===== src/rtl/romdisk_ctrl.sv =====
// ROM-disk controller: maps PPA ports B/C plus a latched page onto a DDR3 byte
// address, caches 64-bit lines for CPU reads and forwards ioctl download writes.
module romdisk_ctrl #(
    parameter int          PAGE_W  = 4,
    parameter int          CL_BITS = 2,
    parameter logic [28:0] BASE    = 29'h0,
    localparam int         AW      = PAGE_W + 15
) (
    input  logic          clk_sys,
    input  logic          reset_n,
    input  logic [7:0]    port_b,
    input  logic [7:0]    port_c,
    input  logic          rd,
    output logic [7:0]    dout,
    output logic          ready,
    input  logic          dl_en,
    input  logic [AW-1:0] dl_addr,
    input  logic [7:0]    dl_data,
    input  logic          dl_wr,
    output logic          dl_wait,
    input  logic          ddr_busy,
    output logic [28:0]   ddr_addr,
    output logic [7:0]    ddr_burstcnt,
    output logic          ddr_rd,
    output logic          ddr_we,
    output logic [63:0]   ddr_din,
    output logic [7:0]    ddr_be,
    input  logic [63:0]   ddr_dout,
    input  logic          ddr_dout_ready
);
    localparam int LINES = 1 << CL_BITS;
    localparam int TW    = AW - CL_BITS - 3;

    typedef enum logic [1:0] {IDLE, RD_REQ, RD_WAIT, WR_REQ} state_t;

    state_t            state_q, state_d;
    logic              armed_q, armed_d;
    logic              strobe_q, strobe_d;
    logic              rd_q, rd_d;
    logic              dl_en_q, dl_en_d;
    logic [PAGE_W-1:0] page_q, page_d;
    logic [AW-1:0]     rd_addr_q, rd_addr_d;
    logic [AW-1:0]     wr_addr_q, wr_addr_d;
    logic [7:0]        wr_data_q, wr_data_d;
    logic [7:0]        dout_q, dout_d;
    logic              ready_q, ready_d;
    logic              dl_wait_q, dl_wait_d;
    logic [LINES-1:0]  valid_q, valid_d;
    logic [TW-1:0]     tag_q [LINES];
    logic [63:0]       line_q [LINES];

    logic [AW-1:0]      byte_addr;
    logic [CL_BITS-1:0] lk_idx, rd_idx;
    logic [TW-1:0]      lk_tag;
    logic [63:0]        lk_line;
    logic               lk_hit, rd_edge, fill_en;
    logic [AW-1:0]      req_addr;

    always_comb begin
        byte_addr = {page_q, port_c[6:0], port_b};
        lk_idx    = byte_addr[CL_BITS+2:3];
        lk_tag    = byte_addr[AW-1:CL_BITS+3];
        lk_line   = line_q[lk_idx];
        lk_hit    = valid_q[lk_idx] && (tag_q[lk_idx] == lk_tag);
        rd_idx    = rd_addr_q[CL_BITS+2:3];
        // armed_q keeps levels already high at reset release from counting as edges
        rd_edge   = armed_q && rd && !rd_q && !dl_en;
    end

    always_comb begin
        state_d   = state_q;
        armed_d   = 1'b1;
        strobe_d  = port_c[7];
        rd_d      = rd;
        dl_en_d   = dl_en;
        page_d    = page_q;
        rd_addr_d = rd_addr_q;
        wr_addr_d = wr_addr_q;
        wr_data_d = wr_data_q;
        dout_d    = dout_q;
        ready_d   = ready_q;
        dl_wait_d = dl_wait_q;
        valid_d   = valid_q;
        fill_en   = 1'b0;
        ddr_rd    = 1'b0;
        ddr_we    = 1'b0;

        if (armed_q && port_c[7] && !strobe_q)
            page_d = port_b[PAGE_W-1:0];

        // A write is captured in any state; the FSM issues it once back in IDLE
        if (dl_wr && !dl_wait_q) begin
            wr_addr_d = dl_addr;
            wr_data_d = dl_data;
            dl_wait_d = 1'b1;
        end

        case (state_q)
            IDLE: begin
                if (dl_wr || dl_wait_q) begin
                    state_d = WR_REQ;
                end else if (rd_edge) begin
                    if (lk_hit) begin
                        dout_d = lk_line[{byte_addr[2:0], 3'b000} +: 8];
                    end else begin
                        ready_d   = 1'b0;
                        rd_addr_d = byte_addr;
                        state_d   = RD_REQ;
                    end
                end
            end
            RD_REQ: begin
                ddr_rd = 1'b1;
                if (!ddr_busy)
                    state_d = RD_WAIT;
            end
            RD_WAIT: begin
                if (ddr_dout_ready) begin
                    fill_en = 1'b1;
                    // a line fetched while a download runs may go stale, so leave it invalid
                    if (!dl_en)
                        valid_d[rd_idx] = 1'b1;
                    dout_d  = ddr_dout[{rd_addr_q[2:0], 3'b000} +: 8];
                    ready_d = 1'b1;
                    state_d = IDLE;
                end
            end
            WR_REQ: begin
                ddr_we = 1'b1;
                if (!ddr_busy) begin
                    dl_wait_d = 1'b0;
                    state_d   = IDLE;
                end
            end
            default: state_d = IDLE;
        endcase

        if (armed_q && dl_en && !dl_en_q)
            valid_d = '0;
    end

    always_ff @(posedge clk_sys or negedge reset_n) begin
        if (!reset_n) begin
            state_q   <= IDLE;
            armed_q   <= 1'b0;
            strobe_q  <= 1'b0;
            rd_q      <= 1'b0;
            dl_en_q   <= 1'b0;
            page_q    <= '0;
            rd_addr_q <= '0;
            wr_addr_q <= '0;
            wr_data_q <= '0;
            dout_q    <= 8'hFF;
            ready_q   <= 1'b1;
            dl_wait_q <= 1'b0;
            valid_q   <= '0;
        end else begin
            state_q   <= state_d;
            armed_q   <= armed_d;
            strobe_q  <= strobe_d;
            rd_q      <= rd_d;
            dl_en_q   <= dl_en_d;
            page_q    <= page_d;
            rd_addr_q <= rd_addr_d;
            wr_addr_q <= wr_addr_d;
            wr_data_q <= wr_data_d;
            dout_q    <= dout_d;
            ready_q   <= ready_d;
            dl_wait_q <= dl_wait_d;
            valid_q   <= valid_d;
        end
    end

    // Line data and tags are qualified by valid_q, so they need no reset
    always_ff @(posedge clk_sys) begin
        if (fill_en) begin
            line_q[rd_idx] <= ddr_dout;
            tag_q[rd_idx]  <= rd_addr_q[AW-1:CL_BITS+3];
        end
    end

    always_comb begin
        req_addr     = (state_q == WR_REQ) ? wr_addr_q : rd_addr_q;
        ddr_addr     = BASE + 29'(req_addr[AW-1:3]);
        ddr_burstcnt = 8'd1;
        ddr_din      = {8{wr_data_q}};
        ddr_be       = 8'b1 << wr_addr_q[2:0];
        dout         = dout_q;
        ready        = ready_q;
        dl_wait      = dl_wait_q;
    end

endmodule


===== config.mk =====
export PLATFORM = sky130hd
export DESIGN_NAME = romdisk_ctrl
export DESIGN_NICKNAME = d
export VERILOG_FILES = /design/src/rtl/romdisk_ctrl.sv
export SDC_FILE = /design/constraint.sdc
export NUM_CORES = 1
export LEC_CHECK = 0
export BUFFER_PORTS_ARGS = -buffer_cell sky130_fd_sc_hd__buf_2
export CORE_MARGIN = 2
export CORE_UTILIZATION = 55
export DETAILED_ROUTE_END_ITERATION = 7
export GPL_TIMING_DRIVEN = 0
export PLACE_DENSITY = 0.86
export SYNTH_ARGS = -nofsm -noshare
export SYNTH_HDL_FRONTEND = slang
export SYNTH_SLANG_ARGS = --single-unit

===== constraint.sdc =====
create_clock -name clk_sys -period 16.05 [get_ports clk_sys]
set_input_delay 4.0125 -clock clk_sys [delete_from_list [all_inputs] [get_ports clk_sys]]
set_output_delay 4.0125 -clock clk_sys [all_outputs]
set_load 0.05 [all_outputs]

After elaboration in Yosys (flattened, before gate mapping)
Memories as Yosys holds them, arrays and structs flattened.
Cells that the tools add are included.
W data, S select, Z words.

word-level totals
  bits in registers = 70
  bits in writable memories = 312
  input port bits = 114
  output and inout bits = 121
  word-level logic and storage cells = 98
  memories kept = 2

cells by class
  $lt $le $gt $ge = 3
  equality and inequality tests = 14
  shift operators = 3
  multiplexer cells = 35
  bitwise operators = 3
  reductions and logical operators = 25

memories
  name    depth  bits a word  rd ports  clocked after Yosys merged registers in  wr ports  RTL line  source
  line_q  4      64           1         0                                        1         50        logic [63:0] line_q [LINES];
  tag_q   4      14           1         0                                        1         49        logic [TW-1:0] tag_q [LINES];

operators by type and width
  operator               number
  $shiftx A64 B7 Y8      2
  $mux W8                4
  $mux W19               1
  $mux W4                4
  $pmux W8 S2            1
  $mux W1                15
  $reduce_and A5 Y1      3
  $eq A14 B14 Y1         1
  $ne A2 B2 Y1 const B   7
  $mux W2                6
  $logic_and A1 B1 Y1    10
  $pmux W2 S4            1
  $shl A1 B3 Y8 const A  1
  $lt A2 B3 Y1 const B   2
  $ne A3 B3 Y1 const B   2
  $reduce_bool A2 Y1     3
  $logic_not A1 Y1       5
  $eq A2 B2 Y1 const B   2
  $or A4 B4 Y4           1
  $reduce_and A4 Y1      1
  $reduce_and A3 Y1      1
  $bmux W1 S2            1
  $demux W1 S2           1
  $eq A2 B1 Y1 const B   1
  other kinds (6)        7

Depth between registers and ports, before layout
Gate-level depths: netlist (run 1).

  depth in word-level cells = 9
  depth in mapped cells = 11
  depth with buffers taken out = 7

Least setup slack after synthesis (run 1)
No wires, ideal clock.

  path type = in2reg
  start point = in ddr_dout_ready
  end point = reg valid_q[2]
  library setup time = 0.090 ns
  data arrival time = 10.548 ns
  data required time = 15.960 ns
  path slack = 5.412 ns
  stages = 3
  path buffers = 0
  cell sequence = nand2_1 nor3b_1 a21bo_2

on the way
  cells in the longest elaborated chain, start to end = 2

RTL lines
  element                              RTL line  source
  start: declaration                   29        input logic ddr_dout_ready
  $reduce_bool A2 Y1 (no source line)  -
  $reduce_and A3 Y1 (no source line)   -
  end signal: assignment               170       valid_q <= valid_d;
  end: declaration                     48        logic [LINES-1:0] valid_q, valid_d;

No other way between the ends.
A chain may end at the register's enable or synchronous reset.

Final worst setup path (run 1)
  start point = reg state_q[0]
  end point = out ddr_addr[14]

on the way
  cells in the longest elaborated chain, start to end = 2

RTL lines
  element                   RTL line  source
  start: declaration        36        state_t state_q, state_d;
  start signal: assignment  158       state_q <= state_d;
  $eq A2 B2 Y1              183       req_addr = (state_q == WR_REQ) ? wr_addr_q : rd_addr_q;
  $mux W19                  183
  end: declaration          22        output logic [28:0] ddr_addr,

No other way between the ends.

==> results, run 1 <==
- Entering global routing, the biggest net connects 65 pins.
- In this run the biggest area consumer among cell types represents 57.1% of the synthesized area.
- The distinct cell type count after synthesis is 52.
- Walking the worst path, the cells encountered are clkbuf_1 -> nand2_1 -> clkbuf_1 -> mux2_2 -> buf_2.
- After the first detailed-routing iteration, the DRC count stood at 980.
- The post-cts sizing count is 0.
- The reg-to-reg startpoint is state_q[0].
- In this run the core area contains 63 standard-cell rows.
- Summing all non-filler instances in the final layout gives an area of 19600 µm².
- The tree built by TritonCTS fans out to 382 sinks.
- The peak supply drop is 0.194 mV.
- The leftover overflow at the end of global routing is 0.
- Compared with the post-synthesis result, the final layout area differs by 19.6%.
- Among the stages of the critical path, the cell type that occurs most often is sky130_fd_sc_hd__clkbuf_1.
- The number of input and output port buffers inserted is 211.
- In the routed layout, each cell is associated on average with a via count of 5.85.
- The number of global-route vias before repair is 10094.
- The fmax is 152 MHz.
- The setup slack on the worst flop-to-flop path is 12760 ps.
- Setup violations remaining at the end of the flow were counted as 0.
- The worst pin sits at a relative slew slack of 38.1%.
- The clock period could shrink to 6600 ps.
- In the synthesized netlist the async set-or-reset flop fraction comes to 18.3%.
- The overall power consumption is 3210 µW.
- Setup repair after global routing left no endpoint under its margin.
- In the post-synthesis netlist, the cell with the most instances is sky130_fd_sc_hd__edfxtp_1.
- The hold buffer count at CTS is 0.
- The max-slew violation count is 0.
- The least setup slack across all paths after layout is 9450 ps.
- The antenna violation net count after detailed routing is 0.
- In this run, the combinational gates consume 32.8% of the power.
- CTS built an H-tree with a depth of 2.
- The worst path uses 41.1% of the clock period.
- In the synthesized netlist, mux cells make up 18.2% of the area.
- Internal power comes to 2070 µW.
- Yosys printed 0 warnings.
- The core region is 29500 µm².
- After synthesis, the most frequently instantiated cells are sky130_fd_sc_hd__edfxtp_1 (312), sky130_fd_sc_hd__mux2i_1 (146), sky130_fd_sc_hd__buf_4 (86).
- The run finished with clean final reports.
- The number of flops mapped to enable cells by yosys is 312.
- The sequential power share is 40.1%.
- The total routed wirelength is 40500 µm.
- The largest fanout on the critical path is 10.
- The adder and majority gate portion of the synthesized area is 0%.
- The number of buffers and inverters on the critical path is 3.
- Clock skew on the completed layout was measured at 32.5 ps.
- The worst slack at placement is 9370 ps.
- The clock tree from TritonCTS is built.
- The dominant combinational cell family by area after synthesis is multiplexers.
- The worst register-to-register path has a depth of 8.
- The master of the slowest instance on the critical path is sky130_fd_sc_hd__clkbuf_1.
- The arrival time at the worst endpoint is 2590 ps.
- The post-placement cell count is 1602.
- The most used flip-flop cell after synthesis is sky130_fd_sc_hd__edfxtp_1.
- The wire length of the first global-routing pass is 59200 µm.
- From bottom edge to top edge, the die measures 177 µm.
- The clock latency reported for the late side of the worst-skew pair is 540 ps.
- The classification of the worst-slack hold path is flip-flop to flip-flop.
- The critical path start-end classification is flip-flop to primary output.
- The worst-case clock buffer depth is 3.
- Summed over all failing endpoints, the final setup total negative slack is 0 ps.
- The first TritonRoute pass finished after 6 iterations.
- The delay contributed by the slowest stage of the critical path is 480 ps.
- The leakage dissipation is 0.00783 µW.
- The startpoint of the worst hold path is wr_addr_q[12].
- In this run the mean area of a mapped cell was 17.2 µm².
- The overall die area is 31200 µm².
- After Yosys synthesis, and, or, nand and nor cells account for 2.30% of the synthesized area.
- The initial antenna violation count came to 7.
- The hold path endpoint is wr_addr_q[12].
- The clock root buffer is sky130_fd_sc_hd__clkbuf_16.
- The switching power summed over all nets is 1150 µW.
- In the post-synthesis netlist, the biggest area contributors are sky130_fd_sc_hd__edfxtp_1 (57%), sky130_fd_sc_hd__dfrtp_1 (9.3%), sky130_fd_sc_hd__mux2i_1 (8.9%), sky130_fd_sc_hd__buf_4 (3.9%), sky130_fd_sc_hd__mux2_2 (3.2%).
- The post-route netlist has 40.5% of its cells at a drive strength greater than 1.
- Measured along the x axis, the die boundary spans 177 µm.
- The initial core utilization is 55.7%.
- Power spread over the standard cell area amounts to 164 nW/µm².
- Of all cell types, the one taking the most synthesized area is sky130_fd_sc_hd__edfxtp_1.
- After detailed routing, the number of remaining DRC violations is 0.
- Clock-pin slew was measured on the worst setup and hold paths at 60 ps.
- Global routing used 25.8% of the available tracks across all layers.
- 235 I/O pins were placed.
- The synthesized area is 16400 µm².
- Synthesis handed over a netlist of 954 instances.
- At the pin with the least slew margin, the transition time is 929 ps.
- In the final design database the tool counted 1366 nets.
- Summing the areas of all xor and xnor instances in the mapped netlist gives 0.800% of the synthesized area.
- The number of maximum-capacitance violations is 0.
- The number of synthesized register bits is 382.
- The placer congestion estimate is 0.856.
- The count of cells in the finished layout, fillers not included, comes to 1675.
- The count of final hold-check violations is 0.
- The number of buffers created by CTS is 38.
- STA puts the critical path data required time at 12040 ps.
- Counting instances, the worst hold path has a depth of 1.
- The worst setup path is launched from a flip-flop.
- The complex-gate fraction of the synthesized area is 5.02%.
- The wire-length estimate of the detail-placed layout is 27300 µm.
- The endpoint class of the critical path is a primary output.
- Once the clock tree was built, the setup fixing pass inserted 0 buffers.
- The filler cells instantiated in the layout total 1955.
- The clock network accounts for 27.1% of the total power.
- The area of placed instances is 18400 µm².
- The cell family contributing the most delay on the critical path is buffers and inverters.
- In this run switching power makes up 35.7% of total power.
- In this run the critical register-to-register path is captured at line_q[0][43].
- The proportion of synthesized chip area in sequential cells is 67.8%.
- Dividing the detail-routed wire length by the instance count gives 24.2 µm.
- The final route contains 9798 vias.
worst max path at each step:
stage	depth (start not counted)	from	slack (ps)	endpoint
6_report	5	state_q[0]	9450	ddr_addr[14]
5_1_grt	5	state_q[0]	9320	ddr_addr[14]
3_5_place_dp	11	port_b[4]	9370	dout[2]
2_1_floorplan	3	ddr_dout_ready	5410	valid_q[2]
3_3_place_gp	4	ddr_dout_ready	1490	valid_q[2]
4_1_cts	5	state_q[0]	9420	ddr_addr[14]
routing by layer:
metal | global-route usage (%) | share of wire, % | vias up
met3 | 4.92 | 8.7 | 103
met4 | 10.5 | 3.8 | 2
met1 | 32.0 | 37 | 4848
met2 | 44.6 | 51 | 586
li1 | - | - | 4259
met5 | 0 | 0.032 | -
registers in the layout, indices dropped and copies added (netlist names):
| signal | count |
|---|---|
| wr_data_q | 8 |
| armed_q | 1 |
| dl_wait | 1 |
| dl_en_q | 1 |
| dout | 8 |
| tag_q | 56 |
| rd_addr_q | 19 |
| valid_q | 4 |
| state_q | 2 |
| strobe_q | 1 |
| rd_q | 1 |
| wr_addr_q | 19 |
| ready | 1 |
| page_q | 4 |
| line_q | 256 |
cell type report:
class | instances | area [µm²] | share of cell area, %
buffer | 128 | 940 | 4.79
clock inverter | 18 | 180 | 0.918
antenna | 7 | 17.5 | 0.0892
multi-input combinational | 460 | 4430 | 22.5
tap | 390 | 488 | 2.49
timing repair buffer | 238 | 1390 | 7.09
inverter | 4 | 15.0 | 0.0765
clock buffer | 48 | 1040 | 5.30
sequential | 382 | 11100 | 56.7
kinds of logic after synthesis:
logic type	after synthesis
AOI/OAI and AO/OA	115
DFF	382
other	2
buffers and inverters	132
and+or+nand+nor	63
muxes	245
xor gates and xnor gates	15
power groups by stage:
stage	registers (µW)	logic (µW)	clock network (µW)
after floorplan	1370	750	0
after global placement	1310	1010	0
after global routing	1300	1100	916
final	1290	1050	872
after CTS	1290	1050	878
after detailed placement	1310	1050	0
placed cells by master (no fill, tap or decap), types with 7 or more instances in the layout:
master and count:
sky130_fd_sc_hd__conb_1 22, sky130_fd_sc_hd__clkinv_2 12, sky130_fd_sc_hd__clkbuf_1 26, sky130_fd_sc_hd__xor2_1 8, sky130_fd_sc_hd__o21ai_0 16, sky130_fd_sc_hd__a22oi_1 32, sky130_fd_sc_hd__nor2_1 8, sky130_fd_sc_hd__or4_1 8
sky130_fd_sc_hd__nand2_1 12, sky130_fd_sc_hd__diode_2 7, sky130_fd_sc_hd__dfrtp_1 61, sky130_fd_sc_hd__mux2i_1 146, sky130_fd_sc_hd__a22o_1 16, sky130_fd_sc_hd__clkbuf_16 39, sky130_fd_sc_hd__a221oi_1 17, sky130_fd_sc_hd__mux2_4 27
sky130_fd_sc_hd__mux2_2 46, sky130_fd_sc_hd__buf_6 32, sky130_fd_sc_hd__buf_4 88, sky130_fd_sc_hd__buf_2 216, sky130_fd_sc_hd__mux4_2 21, sky130_fd_sc_hd__dfstp_2 9, sky130_fd_sc_hd__a21oi_1 17, sky130_fd_sc_hd__edfxtp_1 312
sky130_fd_sc_hd__xnor2_1 7, sky130_fd_sc_hd__o22ai_1 8
metrics by stage:
| stage | hold slack [ps] | util [%] |
|---|---|---|
| after global placement | 478 | 61.2 |
| final | 502 | 66.6 |
| after CTS | 506 | 66.5 |
| after floorplan | 464 | - |
| after detailed placement | 492 | 62.4 |
| after global routing | 512 | 66.6 |
Note: power is estimated with default switching activity, not from simulation.
==> run 2, diff against run 1 <==
ABC_AREA = 1   (was not set)
clock period = 6.2 ns   (was 16.05 ns; I/O delays follow)
==> run 2 against run 1 <==
Critical path depth increased by 1. Critical path type unchanged. Final area increased by 2.6%. First-iteration DRC count increased by 81%. Flip-flop and latch count unchanged. Non-clock buffer count increased by 36. Global-route usage increased by 4.1 points. Power increased to 2.6 times the previous value.
==> results, run 2 <==
- The initial antenna violation count is 2 (was 7).
- The number of flops mapped to enable cells by yosys is 312 (unchanged).
- The post-placement cell count was 2255 (was 1602).
- The most common cell after layout, fill and taps aside is sky130_fd_sc_hd__nand2_1 (was sky130_fd_sc_hd__edfxtp_1).
- The classification of the worst-slack hold path is flip-flop to flip-flop (unchanged).
- The cell with the most instances after synthesis is sky130_fd_sc_hd__nand2_1 (was sky130_fd_sc_hd__edfxtp_1).
- The power density over the cells is 419 nW/µm² (was 164 nW/µm²).
- The detailed placer's ending HPWL was 34100 µm (was 27300 µm).
- The count of unresolved DRC violations after routing came to 0 (unchanged).
- The fraction of the cycle the final worst path needs is 61.5%.
- The combined global-route utilization of all metal layers is 29.9% (was 25.8%).
- The cell count after synthesis is 1599 (was 954).
- The fraction of post-synthesis cell area in the top cell type by area came to 55.4% (was 57.1%).
- The number of buffers inserted by post-CTS setup repair is 0 (unchanged).
- The count of final hold-check violations is 0 (unchanged).
- For this run, the top clock speed supported by timing is 262 MHz.
- The area of placed instances was 18900 µm² (was 18400 µm²).
- The number of buffers created by CTS is 39 (was 38).
- The clock group share of total power was 26.7% (was 27.1%).
- The maximum level of the CTS H-tree is 2 (unchanged).
- The dominant register cell in the synthesized netlist is sky130_fd_sc_hd__edfxtp_1 (unchanged).
- The site row count came to 64 (was 63).
- The count of nets after finishing came to 2014 (was 1366).
- The number of synthesized register bits is 382 (unchanged).
- The internal power is 5220 µW (was 2070 µW).
- The async set or reset register ratio after synthesis came to 18.3% (unchanged).
- The sequential power share came to 39.6% (was 40.1%).
- The initial core utilization is 55.6% (was 55.7%).
- The category of the worst setup path launch point is a flip-flop (unchanged).
- The worst path in the final design needs a cycle of 3810 ps, including I/O delays and setup.
- The clock latency reported for the late side of the worst-skew pair is 530 ps (was 540 ps).
- The worst hold path depth is 2 (was 1).
- The arrival time at the worst endpoint is 2260 ps (was 2590 ps).
- The total routed wirelength is 48300 µm (was 40500 µm).
- The number of maximum-capacitance violations is 0 (unchanged).
- The slew at the pin with the worst max-slew slack is 957 ps (was 929 ps).
- The distinct cell type count after synthesis is 30 (was 52).
- The final count of negative-setup-slack endpoints came to 0 (unchanged).
- The detailed-routing iteration count for the pre-antenna-repair pass is 6 (unchanged).
- The leftover overflow at the end of global routing is 0 (unchanged).
- The die extent in x was 179 µm (was 177 µm).
- The critical path start-end classification is flip-flop to primary output (unchanged).
- The post-cts sizing count is 0 (unchanged).
- Regs by FF count: line_q (256), tag_q (56) (unchanged).
- The minimum hold slack came to 464 ps (was 502 ps).
- The placer congestion estimate is 0.972 (was 0.856).
- The average size of a mapped cell is 10.6 µm² (was 17.2 µm²).
- The clock root buffer is sky130_fd_sc_hd__clkbuf_16 (unchanged).
- The number of ports placed on the die boundary is 235 (unchanged).
- The number of flip-flops under the largest register name came to 256 (unchanged).
- The final clock skew is 22.6 ps (was 32.5 ps).
- The number of cells on the worst reg-to-reg path is 8 (unchanged).
- Leading post-synthesis cells by instance count: sky130_fd_sc_hd__nand2_1 (560), sky130_fd_sc_hd__edfxtp_1 (312), sky130_fd_sc_hd__nand3_1 (270) (was sky130_fd_sc_hd__edfxtp_1 (312), sky130_fd_sc_hd__mux2i_1 (146), sky130_fd_sc_hd__buf_4 (86)).
- The synthesized area is 16900 µm² (was 16400 µm²).
- The register with the most flip-flops is line_q (unchanged).
- The final cell area excluding filler cells is 20100 µm² (was 19600 µm²).
- The overall power consumption is 8440 µW (was 3210 µW).
- The post-detailed-route wirelength per cell is 20.8 µm (was 24.2 µm).
- The proportion of synthesized chip area in sequential cells is 65.8% (was 67.8%).
- The worst-case clock buffer depth is 3 (unchanged).
- The area of combinational cells with multiple inputs was 4700 µm² (was 4430 µm²).
- The signed area change from the synthesized netlist to the final layout was 19.1% (was 19.6%).
- The number of global-route vias before repair is 13034 (was 10094).
- The largest fanout on the critical path was 10 (unchanged).
- The wire length of the first global-routing pass is 71800 µm (was 59200 µm).
- The hold buffer count at CTS is 0 (unchanged).
- Dominant cells by area after synthesis: sky130_fd_sc_hd__edfxtp_1 (55%), sky130_fd_sc_hd__nand2_1 (12%), sky130_fd_sc_hd__dfrtp_1 (9.0%), sky130_fd_sc_hd__nand3_1 (8.0%), sky130_fd_sc_hd__buf_4 (3.5%) (was sky130_fd_sc_hd__edfxtp_1 (57%), sky130_fd_sc_hd__dfrtp_1 (9.3%), sky130_fd_sc_hd__mux2i_1 (8.9%), sky130_fd_sc_hd__buf_4 (3.9%), sky130_fd_sc_hd__mux2_2 (3.2%)).
- The overall die area came to 32200 µm² (was 31200 µm²).
- The number of clock sinks seen by CTS was 382 (unchanged).
- The portion of total power attributed to combinational logic is 33.7% (was 32.8%).
- The endpoint class of the critical path was a primary output (unchanged).
- The leakage dissipation is 0.00857 µW (was 0.00783 µW).
- RSZ-0062 raised after global routing: false (unchanged).
- The peak supply drop is 0.590 mV (was 0.194 mV).
- Most frequent cells in the layout: sky130_fd_sc_hd__nand2_1 (560), sky130_fd_sc_hd__edfxtp_1 (312), sky130_fd_sc_hd__nand3_1 (270), sky130_fd_sc_hd__buf_2 (248), sky130_fd_sc_hd__buf_4 (82) (was sky130_fd_sc_hd__edfxtp_1 (312), sky130_fd_sc_hd__buf_2 (216), sky130_fd_sc_hd__mux2i_1 (146), sky130_fd_sc_hd__buf_4 (88), sky130_fd_sc_hd__dfrtp_1 (61)).
- The net switching share of the total power is 38.2% (was 35.7%).
- The clock-pin transition on the worst setup and hold timing paths was 60 ps (about the same).
- The share of final-layout standard cells stronger than drive strength 1 was 25.3% (was 40.5%).
- The clock tree from TritonCTS is built (unchanged).
- Result of the run: completed (unchanged).
- The total of warnings raised by yosys is 0 (unchanged).
- The detailed-route vias per instance was 5.75 (was 5.85).
- The layout filler cell count is 2180 (was 1955).
- The routed via count is 13383 (was 9798).
- The max-slew violation count was 0 (unchanged).
- The endpoint required time on the critical path is 4650 ps (was 12040 ps).
- The overall die height is 179 µm (was 177 µm).
- The floorplan core area is 30400 µm² (was 29500 µm²).
- The switching power summed over all nets came to 3220 µW (was 1150 µW).
- The maximum number of pins on one net before global-route repair is 71 (was 65).
- The max-slew headroom at the worst pin is 36.2% (was 38.1%).
- The detailed router's first-iteration violation count is 1771 (was 980).
- The number of non-filler instances in the completed layout is 2328 (was 1675).
- The cell type with the largest total area after synthesis is sky130_fd_sc_hd__edfxtp_1 (unchanged).
- The antenna violation net count after detailed routing was 0 (unchanged).
- The combined flip-flop and latch cell area is 11100 µm² (unchanged).
- The number of input and output port buffers inserted was 208 (was 211).
## run 2: cell families after synthesis
group	synth area share, %
flops	65.8
other cells	0.0444
compound gates	2.56
buf+inv	6.95
mux	1.60
simple gates	23.0
## run 2: layer usage
layer	vias up	part of all wire [%]	global-route usage, %
li1	5975	-	-
met1	6323	35	38.6
met2	907	49	49.1
met3	176	10	5.46
met4	2	4.8	14.5
met5	-	0.014	0
## run 2: metrics by stage
step | setup TNS (ps) | setup slack, ps | utilization [%]
detailed placement | 0 | 2650 | 62.1
CTS | 0 | 2440 | 66.2
finish | 0 | 2390 | 66.2
floorplan | -431820 | -1380 | -
global route | 0 | 2260 | 66.2
global placement | -1577020 | -5110 | 60.9
## run 2: worst max-delay path, stage by stage, from the launching register on
cell and delay, ps:
sky130_fd_sc_hd__dfrtp_1 350, sky130_fd_sc_hd__buf_2 170, sky130_fd_sc_hd__nand2_1 210, sky130_fd_sc_hd__inv_1 90, sky130_fd_sc_hd__clkbuf_1 210, sky130_fd_sc_hd__o21ai_0 370
sky130_fd_sc_hd__buf_2 350
## run 2: path summary, 6_finish.rpt
check	start	to	slack, ps
worst max-delay path	state_q[0]	ddr_addr[0]	2390
worst min-delay path	dout[3]	dout[3]	460
worst max register to register	state_q[0]	line_q[1][14]	3360
worst min register to register	dout[3]	dout[3]	460
max in group asynchronous	reset_n	dl_en_q	4390
min in group asynchronous	reset_n	rd_addr_q[13]	1150
## run 2: layout make-up
cell class / count / share of cell area (%)
Inverter: 37 / 0.714
Sequential cell: 382 / 55.3
Clock inverter: 19 / 0.820
Multi-Input combinational cell: 1038 / 23.3
Tap cell: 396 / 2.46
Clock buffer: 52 / 5.29
Buffer: 162 / 5.12
Antenna cell: 2 / 0.0248
Timing Repair Buffer: 240 / 6.99
## run 2: power groups by stage
stage          sequential [µW]  clock, µW  combinational, µW
6_report                  3340       2250               2840
5_1_grt                   3370       2360               3010
4_1_cts                   3330       2260               2830
3_5_place_dp              3380          0               2810
3_3_place_gp              3410          0               2710
2_1_floorplan             3540          0               1960
